## src/rtl/score_recorder_pkg.sv

```systemverilog
// Shared constants, state encoding and key-decode helpers for the score recorder.
package score_recorder_pkg;

  localparam int unsigned NOTE_KEY_BITS = 7;
  localparam int unsigned NOTE_W        = 3;
  localparam int unsigned OCT_W         = 2;

  localparam logic [NOTE_W-1:0] REST_NOTE = '0;

  typedef enum logic [1:0] {
    StIdle = 2'd0,
    StHold = 2'd1,
    StRest = 2'd2
  } rec_state_e;

  function automatic logic key_is_valid(input logic [NOTE_KEY_BITS-1:0] key);
    return $onehot(key);
  endfunction

  // Bit i of a one-hot key maps to note i+1; only meaningful for a valid key.
  function automatic logic [NOTE_W-1:0] key_to_note(input logic [NOTE_KEY_BITS-1:0] key);
    logic [NOTE_W-1:0] n;
    n = '0;
    for (int i = 0; i < NOTE_KEY_BITS; i++) begin
      if (key[i]) n = NOTE_W'(i + 1);
    end
    return n;
  endfunction

endpackage

```

## src/rtl/score_recorder_tick.sv

```systemverilog
// Duration prescaler: tick_o pulses every TICK_DIV cycles, counting restarts on restart_i.
module rec_tick #(
  parameter int unsigned TICK_DIV = 1000000
) (
  input  logic clk,
  input  logic rst_n,
  input  logic restart_i,
  output logic tick_o
);

  localparam int unsigned    CntW   = (TICK_DIV > 1) ? $clog2(TICK_DIV) : 1;
  localparam logic [CntW-1:0] CntMax = CntW'(TICK_DIV - 1);
  localparam logic [CntW-1:0] CntOne = CntW'(1);

  logic [CntW-1:0] cnt_q, cnt_d;

  assign tick_o = (cnt_q == CntMax);

  always_comb begin
    cnt_d = cnt_q + CntOne;
    if (restart_i || tick_o) cnt_d = '0;
  end

  always_ff @(posedge clk or negedge rst_n) begin
    if (!rst_n) begin
      cnt_q <= '0;
    end else begin
      cnt_q <= cnt_d;
    end
  end

endmodule

```

## src/rtl/score_recorder.sv

```systemverilog
// Score recorder: encodes live key/octave input into note/rest entries with tick durations.
// Define SCORE_REC_OCT_EN to store octave per entry and split a held note on octave change.
module score_recorder
  import score_recorder_pkg::*;
#(
  parameter int unsigned DEPTH    = 64,
  parameter int unsigned TICK_DIV = 1000000,
  parameter int unsigned DUR_W    = 8
) (
  input  logic                     clk,
  input  logic                     rst_n,
  input  logic                     rec_en_i,
  input  logic                     clear_i,
  input  logic [NOTE_KEY_BITS-1:0] note_key_i,
  input  logic [OCT_W-1:0]         octave_i,
  input  logic                     rd_req_i,
  input  logic                     rd_rewind_i,
  output logic                     rd_valid_o,
  output logic [NOTE_W-1:0]        rd_note_o,
  output logic [OCT_W-1:0]         rd_oct_o,
  output logic [DUR_W-1:0]         rd_dur_o,
  output logic                     rd_last_o,
  output logic                     rd_empty_o,
  output logic [$clog2(DEPTH):0]   count_o,
  output logic                     full_o,
  output logic                     overflow_o,
  output logic                     recording_o
);

  localparam int unsigned      AddrW   = $clog2(DEPTH);
  localparam logic [AddrW:0]   CntOne  = (AddrW + 1)'(1);
  localparam logic [AddrW:0]   CntFull = (AddrW + 1)'(DEPTH);
  localparam logic [DUR_W-1:0] DurOne  = DUR_W'(1);
  localparam logic [DUR_W-1:0] DurMax  = '1;

  rec_state_e        state_q, state_d;
  logic [NOTE_W-1:0] note_q, note_d;
  logic [DUR_W-1:0]  dur_q, dur_now;
  logic [AddrW:0]    count_q, rd_ptr_q;
  logic              overflow_q, rd_valid_q, rd_last_q, recording_q;
  logic [NOTE_W-1:0] rd_note_q;
  logic [DUR_W-1:0]  rd_dur_q;

  logic [NOTE_W-1:0] note_mem_q [DEPTH];
  logic [DUR_W-1:0]  dur_mem_q  [DEPTH];

  logic              tick, restart, seg_start;
  logic              key_valid, key_rel, oct_changed;
  logic [NOTE_W-1:0] key_note, commit_note;
  logic [DUR_W-1:0]  commit_dur;
  logic              commit, full, empty, wr_en, rd_fire;
  logic [AddrW-1:0]  wr_addr, rd_addr;

`ifdef SCORE_REC_OCT_EN
  logic [OCT_W-1:0] oct_q, oct_d, commit_oct, rd_oct_q;
  logic [OCT_W-1:0] oct_mem_q [DEPTH];

  assign oct_changed = (octave_i != oct_q);
  assign rd_oct_o    = rd_oct_q;
`else
  logic unused_octave;

  assign unused_octave = ^octave_i;
  assign oct_changed   = 1'b0;
  assign rd_oct_o      = '0;
`endif

  assign key_valid = key_is_valid(note_key_i);
  assign key_rel   = (note_key_i == '0);
  assign key_note  = key_to_note(note_key_i);

  // Duration including a tick landing on this edge, so a commit sees the full count.
  assign dur_now = (tick && (dur_q != DurMax)) ? dur_q + DurOne : dur_q;

  always_comb begin
    state_d     = state_q;
    note_d      = note_q;
    commit      = 1'b0;
    commit_note = note_q;
    commit_dur  = dur_now;
    seg_start   = 1'b0;
`ifdef SCORE_REC_OCT_EN
    oct_d       = oct_q;
    commit_oct  = oct_q;
`endif
    case (state_q)
      StIdle: begin
        if (rec_en_i && key_valid) begin
          state_d   = StHold;
          note_d    = key_note;
          seg_start = 1'b1;
        end
      end
      StHold: begin
        if (!rec_en_i) begin
          commit  = 1'b1;
          state_d = StIdle;
        end else if (key_rel) begin
          commit    = 1'b1;
          state_d   = StRest;
          seg_start = 1'b1;
        end else if ((key_valid && (key_note != note_q)) || oct_changed) begin
          // A multi-bit key alongside an octave change keeps the current note.
          commit    = 1'b1;
          seg_start = 1'b1;
          if (key_valid) note_d = key_note;
        end
        if (dur_now == '0) commit_dur = DurOne;
      end
      StRest: begin
        commit_note = REST_NOTE;
`ifdef SCORE_REC_OCT_EN
        commit_oct  = '0;
`endif
        if (!rec_en_i) begin
          state_d = StIdle;
        end else if (key_valid) begin
          commit    = (dur_now != '0);
          state_d   = StHold;
          note_d    = key_note;
          seg_start = 1'b1;
        end
      end
      default: state_d = StIdle;
    endcase
`ifdef SCORE_REC_OCT_EN
    if (seg_start) oct_d = octave_i;
`endif
    if (clear_i) begin
      state_d   = StIdle;
      commit    = 1'b0;
      seg_start = 1'b0;
    end
  end

  assign restart = seg_start || (state_q == StIdle);
  assign full    = (count_q == CntFull);
  assign empty   = (rd_ptr_q == count_q);
  assign wr_en   = commit && !full;
  assign rd_fire = rd_req_i && !rd_rewind_i && !empty && !clear_i;
  assign wr_addr = count_q[AddrW-1:0];
  assign rd_addr = rd_ptr_q[AddrW-1:0];

  rec_tick #(
    .TICK_DIV(TICK_DIV)
  ) u_tick (
    .clk      (clk),
    .rst_n    (rst_n),
    .restart_i(restart),
    .tick_o   (tick)
  );

  always_ff @(posedge clk) begin
    if (wr_en) begin
      note_mem_q[wr_addr] <= commit_note;
      dur_mem_q[wr_addr]  <= commit_dur;
`ifdef SCORE_REC_OCT_EN
      oct_mem_q[wr_addr]  <= commit_oct;
`endif
    end
  end

  always_ff @(posedge clk or negedge rst_n) begin
    if (!rst_n) begin
      state_q     <= StIdle;
      note_q      <= '0;
      dur_q       <= '0;
      recording_q <= 1'b0;
      count_q     <= '0;
      overflow_q  <= 1'b0;
      rd_ptr_q    <= '0;
      rd_valid_q  <= 1'b0;
      rd_last_q   <= 1'b0;
      rd_note_q   <= '0;
      rd_dur_q    <= '0;
`ifdef SCORE_REC_OCT_EN
      oct_q       <= '0;
      rd_oct_q    <= '0;
`endif
    end else begin
      state_q     <= state_d;
      note_q      <= note_d;
      dur_q       <= restart ? '0 : dur_now;
      recording_q <= (state_d != StIdle);
`ifdef SCORE_REC_OCT_EN
      oct_q       <= oct_d;
`endif
      if (clear_i)    count_q <= '0;
      else if (wr_en) count_q <= count_q + CntOne;

      if (clear_i)              overflow_q <= 1'b0;
      else if (commit && full)  overflow_q <= 1'b1;

      if (clear_i || rd_rewind_i) rd_ptr_q <= '0;
      else if (rd_fire)           rd_ptr_q <= rd_ptr_q + CntOne;

      rd_valid_q <= rd_fire;
      rd_last_q  <= rd_fire && ((rd_ptr_q + CntOne) == count_q);
      if (rd_fire) begin
        rd_note_q <= note_mem_q[rd_addr];
        rd_dur_q  <= dur_mem_q[rd_addr];
`ifdef SCORE_REC_OCT_EN
        rd_oct_q  <= oct_mem_q[rd_addr];
`endif
      end
    end
  end

  assign rd_valid_o  = rd_valid_q;
  assign rd_note_o   = rd_note_q;
  assign rd_dur_o    = rd_dur_q;
  assign rd_last_o   = rd_last_q;
  assign rd_empty_o  = empty;
  assign count_o     = count_q;
  assign full_o      = full;
  assign overflow_o  = overflow_q;
  assign recording_o = recording_q;

endmodule

```

## config.mk

```make
export PLATFORM = sky130hd
export DESIGN_NAME = score_recorder
export DESIGN_NICKNAME = d
export VERILOG_FILES = /design/src/rtl/score_recorder_pkg.sv /design/src/rtl/score_recorder_tick.sv /design/src/rtl/score_recorder.sv
export SDC_FILE = /design/constraint.sdc
export NUM_CORES = 1
export LEC_CHECK = 0
export ABC_AREA = 1
export CAP_MARGIN = 20
export CORE_MARGIN = 2
export CORE_UTILIZATION = 45
export CTS_CLUSTER_SIZE = 12
export DETAILED_ROUTE_END_ITERATION = 8
export PLACE_DENSITY = 0.65
export SYNTH_ARGS = -nofsm -noshare
export SYNTH_HDL_FRONTEND = slang
export SYNTH_SLANG_ARGS = --single-unit
export TNS_END_PERCENT = 50
```

## constraint.sdc

```tcl
create_clock -name clk -period 4.2 [get_ports clk]
set_input_delay 0.63 -clock clk [delete_from_list [all_inputs] [get_ports clk]]
set_output_delay 0.63 -clock clk [all_outputs]
set_load 0.02 [all_outputs]
```

## Word level (Yosys, flattened, before mapping)

Memory sizes are Yosys's and may differ from the RTL's. A register that Yosys moved wholly into a read port is not among the register bits.
Index checks and enable logic that the tools add are counted.

| storage, ports and cells | value |
|---|---|
| input bits | 15 |
| output and inout port bits | 26 |
| memory bits (writable) | 704 |
| memories kept | 2 |
| register bits | 51 |
| logic and storage cells | 112 |

| cells by class | value |
|---|---|
| multiplexer cells | 48 |
| add/subtract/negate cells | 10 |
| equality and inequality tests | 14 |
| reduce and logical (&&, ||, !) cells | 28 |

Memory list:

| name | depth | bits a word | rd ports | clocked after memory_dff | wr ports | line | text |
|---|---|---|---|---|---|---|---|
| dur_mem_q | 64 | 8 | 1 | 1 | 1 | score_recorder.sv:45 | `logic [DUR_W-1:0] dur_mem_q [DEPTH];` |
| note_mem_q | 64 | 3 | 1 | 1 | 1 | score_recorder.sv:44 | `logic [NOTE_W-1:0] note_mem_q [DEPTH];` |

Operators by type and width:

| cell | number |
|---|---|
| $mux W3 | 13 |
| $mux W8 | 4 |
| $mux W7 | 4 |
| $add A20 B1 Y20 const B | 1 |
| $eq A20 B20 Y1 const B | 1 |
| $mux W20 | 1 |
| $mux W1 | 16 |
| $add A7 B1 Y7 const B | 2 |
| $eq A7 B7 Y1 | 2 |
| $mux W2 | 6 |
| $ne A2 B2 Y1 const B | 5 |
| $logic_and A1 B1 Y1 | 9 |
| $pmux W3 S3 | 1 |
| $add A8 B1 Y8 const B | 1 |
| $logic_not A8 Y1 | 1 |
| $ne A8 B8 Y1 const B | 1 |
| $reduce_bool A2 Y1 | 4 |
| $reduce_bool A8 Y1 | 1 |
| $eq A7 B7 Y1 const B | 1 |
| $logic_not A7 Y1 | 1 |
| $add A1 B1 Y2 | 3 |
| $logic_not A1 Y1 | 6 |
| $pmux W2 S3 | 1 |
| $reduce_and A6 Y1 | 1 |
| other kinds (12) | 14 |

## Longest topological paths before layout

| logic depth | value |
|---|---|
| depth in word-level cells | 17 |
| depth in mapped cells | 18 |
| mapped depth without buffers | 17 |

## Cells and area by module

From an unflattened synthesis, not the netlist that was laid out.

| second synthesis, totals | value |
|---|---|
| cells, all modules | 2,627 |
| area total of the unflattened synthesis | 31,734.2 um^2 |

Modules (own cells, without submodules):

| module | instances | area each (um^2) | sequential area each (um^2) | cells an instance |
|---|---|---|---|---|
| score_recorder | 1 | 30,566.8 | 22,191.3 | 2,465 |
| rec_tick | 1 | 1,167.4 | 500.5 | 162 |

## Worst setup path before layout

Ideal clock, no wire load.

| path | value |
|---|---|
| path kind | input -> register |
| start | in note_key_i[0] |
| end | mem dur_mem_q[54][0], enable pin |
| stages | 15 |
| setup slack | -0.583 ns |
| library setup time | 0.393 ns |
| buffers on the path | 2 |
| required time | 3.807 ns |
| arrival time | 4.389 ns |
| cells stage by stage | inv_1 -> fa_1 -> fa_1 -> fa_1 -> inv_1 -> fa_1 -> nor3_1 -> nand2_1 -> nor2_1 -> nand2_2 -> nand2_2 -> nand3_2 -> buf_6 -> buf_6 -> nor3_1 |

| between the ends | value |
|---|---|
| longest elaborated chain between the ends | 17 |
| elaborated cells between the ends (all ways) | 24 |
| those cells by class | add/sub (3); eq/ne (2); mux (16); reduce/logical (3) |

Ends and longest elaborated chain:

| what | line | text |
|---|---|---|
| start: declaration | score_recorder.sv:14 | `input logic [NOTE_KEY_BITS-1:0] note_key_i,` |
| parallel branches: the longest is 12 deep, another holds $add A2 B2 Y3 | -- |  |
| $pmux W1 S2 * | score_recorder.sv:86 | `case (state_q)` |
| $mux W1 * | score_recorder.sv:129 | `if (clear_i) begin` |
| $logic_and A1 B1 Y1 * | score_recorder.sv:139 | `assign wr_en = commit && !full;` |
| $mux W1 * | score_recorder.sv:154 | `if (wr_en) begin` |
| $mux W1 (not written as such) * | score_recorder.sv:156 | `dur_mem_q[wr_addr] <= commit_dur;` |
| end: declaration | score_recorder.sv:45 |  |

Mark *: on every way between the ends.

## Worst setup path after layout

| path | value |
|---|---|
| start | reg count_q[4], in the netlist count_o[4] |
| end | out full_o |

| between the ends | value |
|---|---|
| longest elaborated chain between the ends | 1 |

Ends and longest elaborated chain:

| what | line | text |
|---|---|---|
| start: declaration | score_recorder.sv:39 | `logic [AddrW:0] count_q, rd_ptr_q;` |
| start signal: assignment | score_recorder.sv:189 | `else if (wr_en) count_q <= count_q + CntOne;` |
| $eq A7 B7 Y1 | score_recorder.sv:137 | `assign full = (count_q == CntFull);` |
| end: declaration | score_recorder.sv:25 | `output logic full_o,` |

Every way passes these cells.

==> impl_summary.md <==
Logic synthesis
The dominant combinational cell family by area after synthesis is compound AO/OA/AOI/OAI gates. In this run, distinct cell masters in the synthesized netlist total 40. A synthesized cell averages 12.1 um2. Of the total synthesized cell area, the portion taken by XOR and XNOR cells is 0.00663. The multiplexer fraction of the synthesized cell area is 0. The complex-gate fraction of the synthesized area is 0.122. The cell type with the highest aggregate area in the netlist is edfxtp_1. Ranked by total cell area, the synthesized netlist is headed by edfxtp_1, o21ai_0, nor2_1. The part of the Yosys area used for sequential elements is 0.715. Synthesis produced 2,615 cells. During synthesis, Yosys emitted a total of 0 warnings. The adder-cell share of the synthesized area is 0.00686. The mapped netlist covers 31,700 um2. Of the total synthesized cell area, the portion taken by AND, OR, NAND and NOR gates is 0.115. The dominant synthesized flop cell is edfxtp_1.

The area fraction of the dominant cell type after synthesis is 0.666. The number of flops mapped to enable cells by yosys is 704. In the synthesized netlist the async set-or-reset flop fraction comes to 0.0809.

Synthesis inferred 766 register bits.

Route
Dividing the detail-routed wire length by the instance count gives 25.3 um. For this block, the initial DRC count from the detailed router was 3,271. For this run, design rule violations remaining after detail routing come to 0. The overall via count from detail_route is 22.2k.

The count of nets left with antenna violations after detail routing is 0. For this run, the detailed router's first-pass iteration total came to 6. The wire length reported by the detailed router is 93.8 mm.

In the routed layout, each cell is associated on average with a via count of 5.98.

Setup path
The worst setup path is launched from a flip-flop. The critical path in this run is classified as flip-flop to output pin. The peak fanout along the critical path is 9.

STA puts the critical path data required time at 3570 ps. The kind of end point of the critical path is an output pin. The data arrival time at the worst-slack endpoint is 3250 ps.

The worst register-to-register path has a depth of 10. The end of the worst register-to-register path is dur_mem_q[27][2]$_DFFE_PP_. The reg-to-reg startpoint is count_o[4]$_DFFE_PN0P_.

The minimum setup slack among reg-to-reg paths is 940 ps.

Floorplan
Pin placement for this block handled 41 I/O pins. For this configuration, the core starts out at a cell density of 0.454. The core region is 69,900 um2.

The die covers 72,600 um2. The die is 269 um wide. The standard-cell row count is 97.

The die is 269 um tall.

Run status
The run finished with clean final reports.

Global routing
The met2 demand-to-capacity share in global routing is 0.389. The number of global-route vias before repair came to 21.3k. The number of antenna violations at the first check in global routing is 1. In the global route stage, overall resource usage came out at 0.253. met2 is the most crowded layer.

The pin count of the biggest net entering global routing is 177. For this run, global-route usage on met1 was measured as 0.359. Global routing finished with a remaining overflow of 0. For this run, global-route usage on met3 was measured as 0.0466.

The wire length of the first global-routing pass is 137 mm.

Clock tree
For the worst-skew pair, the clock arrives at the later sink with an insertion delay of 640 ps. The clock sink count is 766. The clock-pin transition on the worst setup and hold timing paths is 60 ps. TritonCTS built the clock tree.

The quantity of hold-fixing buffers added after cts is 0. The clock buffer count from CTS is 80. The H-tree level count is 3. The maximum count of clock buffers along a single path is 3. The cell chosen for the clock root is clkbuf_16.

Min path
The tightest min-delay check is of the primary input to asynchronous set/reset pin type.

STA
The fmax is 258 MHz. The post-layout minimum cycle time is 3880 ps. The minimum setup slack in the final design is 318 ps. The number of hold violations in the final report is 0. The relative slew slack is 0.268. The transition time of the tightest slew-check pin is 1100 ps. The worst clock skew is 29.0 ps. The tightest hold margin is 124 ps. Setup repair after global routing left no endpoint under its margin. The setup violation total in the final timing report is 0. The share of the clock period used by the worst path is 0.924.

The final count of pins violating max slew is 0.

Run
The max-capacitance violation count is 0.

Finish
Of the cells placed in the final design, the portion with a size suffix greater than 1 is 0.129. The count of nets after finishing is 2,734. The signed area change from the synthesized netlist to the final layout is 16.7%. The number of inserted diodes is 0.

Power and ir drop
VDD sags by at most 270 uV. In this run the power density over the cells is 443 nW/um2. Summed over all cells, the static leakage comes to 12.3 nW.

Place
The final weighted congestion in routability-driven placement is 0.920. The pre-CTS setup slack is -641 ps. The count of buffers added on input and output ports is 36. The HPWL after detailed placement is 55.6 mm.
==> stage by stage <==
step / utilization / setup TNS (ps) / cell area (um2) / std cells / power [mW]
global route: 0.530 / 0 / 37000 / 3708 / 16.8
detailed placement: 0.488 / -398510 / 34100 / 3545 / 9.66
finish: 0.530 / 0 / 37000 / 3708 / 16.4
floorplan: - / -34780 / 32000 / 2616 / 9.11
CTS: 0.524 / 0 / 36700 / 3691 / 16.5
global placement: 0.488 / -337340 / 34100 / 3545 / 9.66
==> layer usage <==
layer  up-vias  routed length, um  part of all wire
met5         -                 10           0.00011
met4         2               3350             0.036
met3       196               9440              0.10
met2      1321              42800              0.46
met1     10900              38300              0.41
li1       9744                  -                 -
==> logic make-up (layout without fill, tap and decap cells) <==
| logic type | Yosys count | count (layout) |
|---|---|---|
| other | 1 | 2 |
| flip-flops | 766 | 766 |
| AND/OR/NAND/NOR | 878 | 878 |
| buffers and inverters | 267 | 419 |
| AO/OA/AOI/OAI | 664 | 664 |
| adder cells (fa/ha/maj) | 15 | 15 |
| XOR/XNOR | 24 | 24 |
==> flip-flops by register name, indices dropped and copies added (netlist names) <==
name          count
count_o           7
dur_mem_q       512
dur_q             8
note_mem_q      192
note_q            3
overflow_o        1
rd_dur_o          8
rd_last_o         1
rd_note_o         3
rd_ptr_q          7
rd_valid_o        1
recording_o       1
state_q           2
u_tick.cnt_q     20
==> layout make-up <==
class                           count  area [um2]
Clock inverter                     20         248
Multi-Input combinational cell   1583        8330
Timing Repair Buffer              178        1910
Fill cell                        5847       32900
Sequential cell                   766       22700
Clock buffer                      126        2290
Inverter                           95         384
Tap cell                          940        1180
==> power by group <==
part / switching [mW] / internal, mW / leakage [nW]
clock: 2.89 / 4.00 / 1.23
combinational: 0.678 / 0.212 / 4.19
sequential: 0.0657 / 8.58 / 6.89
==> critical path, stage by stage (launching register included) <==
cell	delay, ps
dfrtp_1	440
buf_4	210
nor2_1	170
nand2_1	560
nor2_1	540
clkdlybuf4s50_1	700
==> cells in the final DEF, fill, tap and decap left out, types with 9 or more instances in the layout <==
cell type	n
inv_2	14
clkdlybuf4s50_1	32
nor3_1	14
nand3_1	100
clkbuf_16	83
nand4_1	12
nand2_1	206
ha_1	11
buf_12	26
xor2_1	16
nand2_2	9
nor2_1	465
o22ai_1	131
clkbuf_1	36
nor3_2	30
dfrtp_1	59
clkbuf_8	9
edfxtp_1	704
buf_6	32
nor2_4	12
o21a_1	11
o21ai_0	387
buf_4	82
nor2_2	11
nor3_4	11
inv_1	67
o221ai_1	45
o211ai_1	71
==> worst max-delay path by stage <==
| stage | cells past startpoint | end | startpoint |
|---|---|---|---|
| global route | 17 | dur_mem_q[30][0]$_DFFE_PP_ | note_key_i[0] |
| CTS | 16 | dur_mem_q[21][2]$_DFFE_PP_ | note_key_i[1] |
| floorplan | 15 | dur_mem_q[62][0]$_DFFE_PP_ | note_key_i[0] |
| finish | 5 | full_o | count_o[4]$_DFFE_PN0P_ |
| detailed placement | 16 | dur_mem_q[63][3]$_DFFE_PP_ | note_key_i[1] |
| global placement | 16 | dur_mem_q[47][7]$_DFFE_PP_ | note_key_i[0] |
==> cell usage after synthesis, types with 11 or more instances <==
cell and number:
inv_1 81, nor2_1 482, dfrtp_1 62, nand4_1 12, ha_1 11, nand3_1 100
nor3_1 47, clkbuf_1 144, o22ai_1 131, nand2_1 207, o21a_1 11, o211ai_1 71
xor2_1 16, buf_2 19, o21ai_0 388, o221ai_1 45, edfxtp_1 704
==> what timing repair did <==
item / in CTS / in global routing
setup buffers: 0 / 4
resized for setup: 0 / 77
setup endpoints to repair: 0 / 669
Power figures use the tool's default switching activity.
